**config.mk**
```make
export PLATFORM = sky130hd
export DESIGN_NAME = morse_text_fifo_flat
export DESIGN_NICKNAME = d
export VERILOG_FILES = /design/src/rtl/morse_text_fifo_if.sv /design/src/rtl/morse_text_fifo.sv /design/src/flat_wrapper.sv
export SDC_FILE = /design/constraint.sdc
export NUM_CORES = 1
export LEC_CHECK = 0
export BUFFER_PORTS_ARGS = -buffer_cell sky130_fd_sc_hd__buf_4
export CORE_MARGIN = 2
export CORE_UTILIZATION = 55
export DETAILED_ROUTE_END_ITERATION = 6
export PLACE_DENSITY = 0.74
export RECOVER_POWER = 100
export SYNTH_ARGS = -nofsm -noshare
export SYNTH_HDL_FRONTEND = slang
export SYNTH_SLANG_ARGS = --single-unit
export TNS_END_PERCENT = 5
```
**constraint.sdc**
```tcl
create_clock -name clk -period 2.9 [get_ports clk]
set_input_delay 0.29 -clock clk [delete_from_list [all_inputs] [get_ports clk]]
set_output_delay 0.29 -clock clk [all_outputs]
set_load 0.01 [all_outputs]
```
**src/rtl/morse_text_fifo_if.sv**
```systemverilog
// Capture-side strobes and the byte read port of morse_text_fifo, bundled as one interface.
// master drives capture/consumer inputs; slave is the FIFO itself.
`ifndef MORSE_LEN_W
`define MORSE_LEN_W 3
`endif
`ifndef MAX_MORSE_LEN
`define MAX_MORSE_LEN 5
`endif

interface morse_text_fifo_if #(
  parameter int unsigned LEN_W   = `MORSE_LEN_W,
  parameter int unsigned MAX_LEN = `MAX_MORSE_LEN,
  parameter int unsigned DEPTH   = 16
);
  localparam int unsigned CNT_W = $clog2(DEPTH) + 1;

  logic               ce;
  logic               cap_ceo;
  logic [LEN_W-1:0]   len;
  logic [MAX_LEN-1:0] dits_dahs;
  logic               error;
  logic               char_end;
  logic               word_end;
  logic [7:0]         out_data;
  logic               out_valid;
  logic               out_ready;
  logic [CNT_W-1:0]   count;
  logic               overflow;
  logic               clr_ovf;

  modport master (
    output ce, cap_ceo, len, dits_dahs, error, char_end, word_end, out_ready, clr_ovf,
    input  out_data, out_valid, count, overflow
  );

  modport slave (
    input  ce, cap_ceo, len, dits_dahs, error, char_end, word_end, out_ready, clr_ovf,
    output out_data, out_valid, count, overflow
  );
endinterface

```
**src/rtl/morse_text_fifo.sv**
```systemverilog
// Decodes captured Morse characters to ASCII and queues them in a first-word-fall-through FIFO
// with a valid/ready read port and a sticky overflow flag.
`ifndef MORSE_LEN_W
`define MORSE_LEN_W 3
`endif
`ifndef MAX_MORSE_LEN
`define MAX_MORSE_LEN 5
`endif

module morse_text_fifo #(
  parameter int unsigned LEN_W   = `MORSE_LEN_W,
  parameter int unsigned MAX_LEN = `MAX_MORSE_LEN,
  parameter int unsigned DEPTH   = 16
) (
  input logic               clk,
  input logic               rst,
  morse_text_fifo_if.slave  bus
);
  localparam int unsigned PTR_W = $clog2(DEPTH);
  localparam int unsigned CNT_W = PTR_W + 1;

  logic [7:0]       mem [DEPTH];
  logic [PTR_W-1:0] rd_ptr_q, rd_ptr_d, wr_ptr_q, wr_ptr_d;
  logic [CNT_W-1:0] count_q, count_d;
  logic             overflow_q, overflow_d;
  logic             suppress_q, suppress_d;
  logic             cand_valid, full, pop, push;
  logic [7:0]       cand_byte;

  // Pattern is MSB-first within len bits: dit = 0, dah = 1.
  function automatic logic [7:0] decode(input logic [LEN_W-1:0] l, input logic [MAX_LEN-1:0] p);
    logic [7:0] c;
    c = 8'h3F;
    case (int'(l))
      1: c = p[0] ? "T" : "E";
      2: begin
        case (p[1:0])
          2'b00:   c = "I";
          2'b01:   c = "A";
          2'b10:   c = "N";
          default: c = "M";
        endcase
      end
      3: begin
        case (p[2:0])
          3'b000:  c = "S";
          3'b001:  c = "U";
          3'b010:  c = "R";
          3'b011:  c = "W";
          3'b100:  c = "D";
          3'b101:  c = "K";
          3'b110:  c = "G";
          default: c = "O";
        endcase
      end
      4: begin
        case (p[3:0])
          4'b0000: c = "H";
          4'b0001: c = "V";
          4'b0010: c = "F";
          4'b0100: c = "L";
          4'b0110: c = "P";
          4'b0111: c = "J";
          4'b1000: c = "B";
          4'b1001: c = "X";
          4'b1010: c = "C";
          4'b1011: c = "Y";
          4'b1100: c = "Z";
          4'b1101: c = "Q";
          default: c = 8'h3F;
        endcase
      end
      5: begin
        case (p[4:0])
          5'b11111: c = "0";
          5'b01111: c = "1";
          5'b00111: c = "2";
          5'b00011: c = "3";
          5'b00001: c = "4";
          5'b00000: c = "5";
          5'b10000: c = "6";
          5'b11000: c = "7";
          5'b11100: c = "8";
          5'b11110: c = "9";
          default:  c = 8'h3F;
        endcase
      end
      default: c = 8'h3F;
    endcase
    return c;
  endfunction

  always_comb begin
    cand_valid = 1'b0;
    cand_byte  = 8'h3F;
    if (bus.ce && bus.cap_ceo) begin
      if (bus.error) begin
        cand_valid = 1'b1;
      end else if (bus.word_end) begin
        cand_valid = ~suppress_q;
        cand_byte  = 8'h20;
      end else if (bus.char_end) begin
        cand_valid = 1'b1;
        cand_byte  = decode(bus.len, bus.dits_dahs);
      end
    end
  end

  assign full = (count_q == CNT_W'(DEPTH));
  assign pop  = (count_q != '0) & bus.out_ready;
  // A pop in the same cycle frees the slot, so a full FIFO still accepts the push.
  assign push = cand_valid & (~full | pop);

  always_comb begin
    rd_ptr_d   = pop  ? rd_ptr_q + PTR_W'(1) : rd_ptr_q;
    wr_ptr_d   = push ? wr_ptr_q + PTR_W'(1) : wr_ptr_q;
    count_d    = count_q;
    case ({push, pop})
      2'b10:   count_d = count_q + CNT_W'(1);
      2'b01:   count_d = count_q - CNT_W'(1);
      default: count_d = count_q;
    endcase
    overflow_d = overflow_q;
    if (cand_valid && full && !pop) begin
      overflow_d = 1'b1;
    end else if (bus.clr_ovf) begin
      overflow_d = 1'b0;
    end
    suppress_d = push ? (cand_byte == 8'h20) : suppress_q;
  end

  always_ff @(posedge clk or posedge rst) begin
    if (rst) begin
      rd_ptr_q   <= '0;
      wr_ptr_q   <= '0;
      count_q    <= '0;
      overflow_q <= 1'b0;
      suppress_q <= 1'b1;
    end else begin
      rd_ptr_q   <= rd_ptr_d;
      wr_ptr_q   <= wr_ptr_d;
      count_q    <= count_d;
      overflow_q <= overflow_d;
      suppress_q <= suppress_d;
    end
  end

  always_ff @(posedge clk) begin
    if (push) begin
      mem[wr_ptr_q] <= cand_byte;
    end
  end

  assign bus.out_data  = mem[rd_ptr_q];
  assign bus.out_valid = (count_q != '0);
  assign bus.count     = count_q;
  assign bus.overflow  = overflow_q;
endmodule
```
**src/flat_wrapper.sv**
```systemverilog
// flat-port wrapper written by rule: the top's interface ports become plain ports
module morse_text_fifo_flat 
#(
  parameter int unsigned LEN_W   = `MORSE_LEN_W,
  parameter int unsigned MAX_LEN = `MAX_MORSE_LEN,
  parameter int unsigned DEPTH   = 16
)
  (clk, rst, bus_ce, bus_cap_ceo, bus_len, bus_dits_dahs, bus_error, bus_char_end, bus_word_end, bus_out_ready, bus_clr_ovf, bus_out_data, bus_out_valid, bus_count, bus_overflow);
  morse_text_fifo_if #(.LEN_W(LEN_W), .MAX_LEN(MAX_LEN), .DEPTH(DEPTH)) bus_i ();
  input logic clk;
  input logic rst;
  input wire logic [$bits(bus_i.ce)-1:0] bus_ce;
  input wire logic [$bits(bus_i.cap_ceo)-1:0] bus_cap_ceo;
  input wire logic [$bits(bus_i.len)-1:0] bus_len;
  input wire logic [$bits(bus_i.dits_dahs)-1:0] bus_dits_dahs;
  input wire logic [$bits(bus_i.error)-1:0] bus_error;
  input wire logic [$bits(bus_i.char_end)-1:0] bus_char_end;
  input wire logic [$bits(bus_i.word_end)-1:0] bus_word_end;
  input wire logic [$bits(bus_i.out_ready)-1:0] bus_out_ready;
  input wire logic [$bits(bus_i.clr_ovf)-1:0] bus_clr_ovf;
  output wire logic [$bits(bus_i.out_data)-1:0] bus_out_data;
  output wire logic [$bits(bus_i.out_valid)-1:0] bus_out_valid;
  output wire logic [$bits(bus_i.count)-1:0] bus_count;
  output wire logic [$bits(bus_i.overflow)-1:0] bus_overflow;
  assign bus_i.ce = bus_ce;
  assign bus_i.cap_ceo = bus_cap_ceo;
  assign bus_i.len = bus_len;
  assign bus_i.dits_dahs = bus_dits_dahs;
  assign bus_i.error = bus_error;
  assign bus_i.char_end = bus_char_end;
  assign bus_i.word_end = bus_word_end;
  assign bus_i.out_ready = bus_out_ready;
  assign bus_i.clr_ovf = bus_clr_ovf;
  assign bus_out_data = bus_i.out_data;
  assign bus_out_valid = bus_i.out_valid;
  assign bus_count = bus_i.count;
  assign bus_overflow = bus_i.overflow;
  morse_text_fifo #(.LEN_W(LEN_W), .MAX_LEN(MAX_LEN), .DEPTH(DEPTH)) u_core (.clk(clk), .rst(rst), .bus(bus_i));
endmodule
```
Word-level counts from Yosys, hierarchy flattened
Memory sizes are Yosys's and may differ from the RTL's.
Cells that the tools add are included.
{"block": "classes", "n_reduce_logical": 9, "eq_ne": 17, "shifts": 0, "n_addsub": 4, "n_bitwise": 5, "muxes": 17, "multipliers": 0, "order_cmp": 0, "n_div": 0}
{"operator": "$pmux 8 s5", "n": 1}
{"operator": "$pmux 5 s7", "n": 1}
{"operator": "$mux 8", "n": 4}
{"operator": "$eq 3x3->1 const B", "n": 5}
{"operator": "$eq 3x2->1 const B", "n": 4}
{"operator": "$pmux 4 s3", "n": 1}
{"operator": "$pmux 5 s2", "n": 1}
{"operator": "$add 4x1->4 const B", "n": 2}
{"operator": "$eq 8x6->1 const B", "n": 1}
{"operator": "$mux 1", "n": 8}
{"operator": "$eq 3x1->1 const B", "n": 2}
{"operator": "$add 5x1->5 const B", "n": 1}
{"operator": "$eq 5x5->1 const B", "n": 1}
{"operator": "$mux 5", "n": 1}
{"operator": "$reduce_bool 5->1", "n": 1}
{"operator": "$sub 5x1->5 const B", "n": 1}
{"operator": "$eq 2x1->1 const B", "n": 2}
{"operator": "$eq 2x2->1 const B", "n": 2}
{"operator": "$reduce_bool 2->1", "n": 2}
{"operator": "$logic_and 1x1->1", "n": 3}
{"operator": "$logic_not 3->1", "n": 1}
{"operator": "$and 1x1->1", "n": 2}
{"operator": "$logic_not 2->1", "n": 1}
{"operator": "$not 1->1", "n": 2}
{"operator": "other kinds (2)", "n": 2}
{"block": "word_totals", "input_bits": 17, "word_cells": 60, "latchBits": 0, "rom_bits": 240, "n_memories": 3, "register_bits": 15, "ram_bits": 128, "output_inout_bits": 15}
{"name": "(name not given)", "words": 32, "word_bits": 4, "rd": 1, "rd_ports_with_merged_regs": 0, "write_ports": 0, "line": "morse_text_fifo.sv:74", "source": "case (p[4:0])"}
{"name": "u_core.mem", "words": 16, "word_bits": 8, "rd": 1, "rd_ports_with_merged_regs": 0, "write_ports": 1, "line": "morse_text_fifo.sv:22", "source": "logic [7:0] mem [DEPTH];"}
{"name": "(name not given)", "words": 16, "word_bits": 7, "rd": 1, "rd_ports_with_merged_regs": 0, "write_ports": 0, "line": "morse_text_fifo.sv:57", "source": "case (p[3:0])"}

Longest topological paths before layout
Gate-level depths: netlist of the first run.
{"block": "logic_depth", "ltp_word": 8, "mapped_depth": 13, "mapped_depth_nobuf": 12}

Worst setup path after synthesis of the first run
No wires, ideal clock.
{"block": "synth_timing", "kind": "register to register", "from": "reg u_core.count_q[3], in the netlist u_core.bus.count[3]", "to": "reg u_core.count_q[4], in the netlist u_core.bus.count[4]", "path_buffers": 1, "path_stages_with_launch": 14, "setup_time_ps": 79, "synth_period_minus_slack_ps": 3078, "arrival_ps": 2999, "required_time_ps": 2821, "setup_slack_ps": -178, "cell_sequence": "dfrtp_1 -> or4_1 -> or3b_1 -> nor2b_1 -> buf_6 -> inv_8 -> ha_1 -> inv_1 -> fa_1 -> nor2b_1 -> o21ai_0 -> and3_1 -> nor3_1 -> xor2_1"}
{"block": "synth_between", "elab_chain_len": 6, "word_cells_on_any_way": 12, "classes_between": "2 x add/sub; 3 x eq/ne; 1 x mux; 4 x bitwise; 2 x reduce/logical"}
{"element": "start: declaration", "line": "morse_text_fifo.sv:24", "source": "logic [CNT_W-1:0] count_q, count_d;"}
{"element": "start signal: assignment", "line": "morse_text_fifo.sv:142", "source": "count_q <= count_d;"}
{"element": "$reduce_bool 5->1 / $eq 5x5->1 (equally long branches)", "line": "morse_text_fifo.sv:110, morse_text_fifo.sv:109"}
{"element": "$and 1x1->1 / $not 1->1 (equally long branches)", "line": "morse_text_fifo.sv:110, morse_text_fifo.sv:112"}
{"element": "$or 1x1->1", "line": "morse_text_fifo.sv:112", "source": "assign push = cand_valid & (~full | pop);"}
{"element": "$and 1x1->1", "line": "morse_text_fifo.sv:112"}
{"element": "$eq 2x1->1 / $eq 2x2->1 (equally long branches)", "line": "morse_text_fifo.sv:118", "source": "case ({push, pop})"}
{"element": "$pmux 5 s2 / $reduce_bool 2->1 (equally long branches)"}
Parallel ways exist; a longest one is shown, timed or not.
A chain may end at the register's enable or synchronous reset.

Worst setup path after layout of the first run
{"block": "layout_timing", "from": "reg u_core.count_q[2], in the netlist u_core.bus.count[2]", "to": "reg u_core.count_q[4], in the netlist u_core.bus.count[4]"}
Same word-level chain as after synthesis.

==> flow_summary.ini, run 1 <==
[outcome]
outcome = completed

[yosys]
synthXorXnorAreaFrac = 0.01628
avgSynthCellArea_um2 = 15.91
synth_edf_count = 112
async_flop_share = 0.1181
yosysWarnings = 0
syn-num-nets = 407
synth-simple-area-share = 0.07377
synth_compound_area_frac = 0.05580
synth-adder-area-share = 0.03932
synthCells = 372
yosysSeqAreaShare = 0.6318
ys_top_cells_by_area = edfxtp_1, mux4_2, dfrtp_1, ha_1, nand2_1
synth.ff_latch_count = 127
synthMuxAreaShare = 0.1490
synth_top_area_frac = 0.5682
synth_top_family_by_area = multiplexers
synth_cell_types = 54
netlist_area_um2 = 5919
synth-main-ff-cell = edfxtp_1
netlist.top_cell.by_area = edfxtp_1

[place]
gp_congestion = 0.8580
port_buffers = 30
hpwl_um = 7865
placed_area_um2 = 6367
dp_slack_ns = -0.02695

[finish]
layout_commonest_cell = edfxtp_1
syn2layout_area_growth_pct = 17.21
antenna_cells = 0
utilization = 0.6690
fin_area_um2 = 6938
drive_gt1_frac = 0.3056
layout_common_cells = edfxtp_1, buf_4, mux4_2
nNetsFinal = 454

[grt]
overflow = 0
grt_pass1_vias = 3571
grt_max_degree = 30
grt_use_total = 0.2355
grt_first_pass_wirelength_um = 19550
antenna_found_initial = 0

[clock_network]
cts-root-buf = clkbuf_8
clk_latency_ns = 0.51
cts_buffers = 17
cts.sinks = 127
clockBufferDepth = 2
clk_pin_slew_ns = 0.06
cts_tree = done
htree_levels = 4

[hold_path]
hold_class = primary input to register
whs_endpoint = u_core.suppress_q$_DFFE_PP1P_
worst_hold_startpoint = bus_word_end
holdPathStages = 3

[timing]
setup_viol = 0
slew_viol_final = 0
slew_headroom = 0.2330
finalCritPeriodShare = 0.9719
worst_slack_ns = 0.08140
finalClockSkew_ns = 0.008408
rsz0062_at_grt = true
hold_viol = 0
fmax_ghz = 0.3548
tightestPinTransition_ns = 1.142
min_period_ns = 2.819

[floorplan]
start_util = 0.5708
die_x_um = 107.7
fp.dieArea_um2 = 11610
num_rows = 37
coreArea_um2 = 10370
die-height_um = 107.7
ios = 32

[worst_setup_path]
path_max_fanout = 4
r2r_slack_ns = 0.08
worstSetupStartpointType = register
crit_type = register to register
rr_endpoint = u_core.bus.count[4]$_DFFE_PP0P_
worstPathArrival_ns = 3.25
critPathRequiredTime_ns = 3.33
cp-end-kind = register
r2r_cells = 12
reg2reg_from = u_core.bus.count[2]$_DFFE_PP0P_

[run]
drv_cap = 0

[power]
finalPower_w = 0.006039
powerDensity_nw_per_um2 = 870.4
ir_drop_mv = 0.6527
leakage_nw = 2.375

[route]
wl_per_cell_um = 22.07
first_pass_iters = 5
drtIter0Drc = 346
drc = 0
vias = 3471
viasPerCell = 6.111
wirelength_um = 12540
ant_nets = 0
-- per-stage QoR --
step | setup TNS [ns] | hold slack, ns | std cells
6_report | 0 | 0.05031 | 568
5_1_grt | -0.1111 | 0.07398 | 568
4_1_cts | 0 | 0.03159 | 568
3_5_place_dp | -0.02695 | 0.3905 | 534
3_3_place_gp | 0 | 0.3781 | 534
2_1_floorplan | -0.01125 | 0.1908 | 372
-- layer usage --
metal  vias to the layer above  GRT usage  part of all wire
met2                       132     0.3796              0.51
met3                        27    0.05266             0.052
li1                       1557          -                 -
met4                         0    0.08791             0.027
met1                      1755     0.3167              0.41
met5                         -          0                 0
-- final cells by class --
type / instances / area (µm²)
Clock buffer: 17 / 414.1
Clock inverter: 15 / 127.6
Fill cell: 702 / 3432
Inverter: 21 / 88.84
Multi-Input combinational cell: 201 / 2016
Sequential cell: 127 / 3741
Tap cell: 136 / 170.2
Timing Repair Buffer: 51 / 380.4
-- how the worst max path moves through the flow --
stage / start / endpoint / slack, ns / depth (start not counted)
after CTS: u_core.bus.count[2]$_DFFE_PP0P_ / u_core.bus.count[4]$_DFFE_PP0P_ / 0.01 / 12
after global routing: u_core.bus.count[2]$_DFFE_PP0P_ / u_core.bus.count[4]$_DFFE_PP0P_ / -0.11 / 12
after floorplan: u_core.bus.count[2]$_DFFE_PP0P_ / u_core.bus.count[4]$_DFFE_PP0P_ / -0.01 / 13
after detailed placement: u_core.bus.count[2]$_DFFE_PP0P_ / u_core.bus.count[4]$_DFFE_PP0P_ / -0.03 / 12
final: u_core.bus.count[2]$_DFFE_PP0P_ / u_core.bus.count[4]$_DFFE_PP0P_ / 0.08 / 12
after global placement: u_core.bus.count[2]$_DFFE_PP0P_ / u_core.bus.count[4]$_DFFE_PP0P_ / 0.05 / 12
-- flip-flops by register name, summed over array words and instances (netlist names) --
| signal | cells |
|---|---|
| u_core.mem | 112 |
| u_core.bus.overflow | 1 |
| u_core.wr_ptr_q | 4 |
| u_core.bus.count | 5 |
| u_core.suppress_q | 1 |
| u_core.rd_ptr_q | 4 |
-- worst max-delay path, cell delays in order, from the launching register on --
cell and delay, ns:
dfrtp_1 0.38, or4_4 0.53, or3b_4 0.39, nor2b_4 0.16, inv_8 0.08, ha_4 0.16
inv_4 0.04, fa_2 0.34, nor2b_1 0.12, o21ai_1 0.07, and3_1 0.20, nor3_2 0.12
xor2_1 0.16
-- power by group --
part	leakage [nW]	internal [W]	switching [W]
Combinational	0.967	0.000982	0.000842
Sequential	1.15	0.00214	0.000173
Clock	0.258	0.00107	0.000829
-- cells in the mapped netlist, types with 3 or more instances --
library cell,n
a21oi_1,6
a221oi_1,4
and2_1,7
buf_1,3
buf_2,5
clkbuf_1,12
dfrtp_1,14
edfxtp_1,112
ha_1,17
inv_1,20
mux2_2,3
mux4_2,37
nand2_1,21
nand3b_1,4
nand4_1,3
nor2_1,13
nor2b_1,5
nor3_1,9
nor3b_1,3
nor4_1,6
o2111ai_1,3
o21ai_0,15
o22ai_1,3
or2_2,3
xnor2_1,7
xor2_1,4
-- what timing repair did --
| action | 4_1_cts | 5_1_grt |
|---|---|---|
| hold buffers | 2 | 0 |
| buffers inserted | 0 | 0 |
| setup endpoints to repair | 1 | 2 |
| hold endpoints to repair | 15 | 0 |
| gates resized for setup | 2 | 6 |
-- logic make-up after synthesis --
logic type,Yosys count
muxes,41
AOI/OAI and AO/OA,49
and+or+nand+nor,81
other,1
DFF,127
xor gates and xnor gates,11
adders and majority gates,18
buffers and inverters,44
No activity file was read; power rests on OpenSTA's default activity.
==> run 2, diff against run 1 <==
Settings changed: PLACE_DENSITY 0.74 to 0.83.
==> run 2 against run 1 <==
  * Clock power increased by 7%
  * Flip-flop and latch count unchanged
  * Final cell count unchanged
  * Clock skew about the same
  * Critical path type unchanged
  * Largest power group unchanged
==> flow_summary.ini, run 2 (same netlist as run 1, synthesis figures left out) <==
[worst_setup_path]
cp-startpoint = u_core.bus.count[2]$_DFFE_PP0P_
crit_chain = or4_4 > or3b_4 > nor2b_4 > inv_8 > ha_4 > inv_4 > fa_2 > nor2b_1 > o21ai_1 > and3_1 > nor3_2 > xor2_1
path_max_fanout = 4
crit_type = register to register
critPathRequiredTime_ns = 3.34
crit_slowest_cell = or4_4
r2r_cells = 12
max_stage_delay_ns = 0.54
rr_endpoint = u_core.bus.count[4]$_DFFE_PP0P_
critical_path_depth = 12
worst-path-buf-inv = 2
cp_top_family = simple AND/OR/NAND/NOR gates
cp-end-kind = register
worstSetupStartpointType = register
reg2reg_from = u_core.bus.count[2]$_DFFE_PP0P_
worstPathArrival_ns = 3.27
r2r_slack_ns = 0.07

[clock_network]
cts_tree = done
cts.sinks = 127
cts-root-buf = clkbuf_8
clk_latency_ns = 0.51
clockBufferDepth = 2
cts_buffers = 17
htree_levels = 4
clk_pin_slew_ns = 0.06

[finish]
regMostFlops = u_core.mem
syn2layout_area_growth_pct = 17.82
utilization = 0.6725
nNetsFinal = 454
layout_commonest_cell = edfxtp_1
largest_reg_flops = 112
layout_common_cells = edfxtp_1, buf_4, mux4_2
antenna_cells = 0
drive_gt1_frac = 0.2986
final_cells = 568

[floorplan]
num_rows = 37
die-height_um = 107.7
die_x_um = 107.7
start_util = 0.5708
ios = 32
fp.dieArea_um2 = 11610
coreArea_um2 = 10370

[route]
wirelength_um = 12100
drc = 0
wl_met2_um = 6175
wl_met1_um = 4910
ant_nets = 0
drtIter0Drc = 308
wl_per_cell_um = 21.31
first_pass_iters = 5
routed-wl-met3_um = 725
top_layer = met4
viasPerCell = 6.069
vias = 3447

[grt]
grt_use_total = 0.2266
antenna_found_initial = 0
overflow = 0
grt_max_degree = 32
grt_first_pass_wirelength_um = 19080
grt_pass1_vias = 3495

[timing]
min_period_ns = 2.827
finalCritPeriodShare = 0.9748
hold_viol = 0
slew_viol_final = 0
fmax_ghz = 0.3537
tightestPinTransition_ns = 1.005
timing.hold.ws_ns = 0.04302
setup_viol = 0
finalClockSkew_ns = 0.008283
rsz0062_at_grt = true
slew_headroom = 0.3250

[place]
port_buffers = 30
gp_congestion = 0.8334
hpwl_um = 7813
dpl.cell_count = 533

[run]
drv_cap = 0

[hold_path]
worst_hold_startpoint = bus_word_end
whs_endpoint = u_core.suppress_q$_DFFE_PP1P_
holdPathStages = 3
hold_class = primary input to register

[power]
leakage_nw = 2.381
finalPower_w = 0.006188
powerDensity_nw_per_um2 = 887.3
ir_drop_mv = 0.4522

[outcome]
outcome = completed
==> run 2: stage by stage <==
stage	area (µm²)	setup TNS [ns]	setup WS, ns
after detailed placement	6372	-0.03839	-0.03839
after global placement	6372	0	0.03911
after global routing	6974	-0.04034	-0.04034
after floorplan	5939	-0.01125	-0.01125
after CTS	6985	0	0.002073
final	6974	0	0.07299
==> run 2: timing repair <==
item                                    4_1_cts  5_1_grt
resized for setup                             3        6
gates cloned                                  0        0
hold buffers                                  2        0
endpoints found under the setup margin        1        8
buffers inserted                              1        0
pin swaps                                     2        2
hold endpoints to repair                     15        0
==> run 2: final cells by class <==
type | instances | area (µm²)
Clock buffer | 18 | 417.9
Multi-Input combinational cell | 201 | 2016
Inverter | 21 | 88.84
Fill cell | 692 | 3396
Tap cell | 136 | 170.2
Timing Repair Buffer | 51 | 381.6
Clock inverter | 14 | 156.4
Sequential cell | 127 | 3744
==> run 2: how the worst max path moves through the flow <==
stage,endpoint,slack [ns]
2_1_floorplan,u_core.bus.count[4]$_DFFE_PP0P_,-0.01
3_3_place_gp,u_core.bus.count[4]$_DFFE_PP0P_,0.04
3_5_place_dp,u_core.bus.count[4]$_DFFE_PP0P_,-0.04
4_1_cts,u_core.bus.count[4]$_DFFE_PP0P_,0.002
5_1_grt,u_core.bus.count[4]$_DFFE_PP0P_,-0.04
6_report,u_core.bus.count[4]$_DFFE_PP0P_,0.07
==> run 2: routing by layer <==
metal,vias up,track usage
li1,1559,-
met1,1722,0.2889
met2,144,0.3778
met3,22,0.05327
met4,0,0.08791
met5,-,0
==> run 2: where the power goes <==
part | internal [W] | switching (W)
combinational | 0.000992 | 0.000814
sequential | 0.00214 | 0.000204
clock | 0.00124 | 0.000799
==> run 2: worst reg2reg max path, delay by kind of cell (launching register included) <==
family          cells  cell delay, ns
compound gates      1            0.08
xor+xnor            1            0.15
fa+ha+maj           2            0.50
buf+inv             2            0.12
flops               1            0.37
simple gates        6            1.53
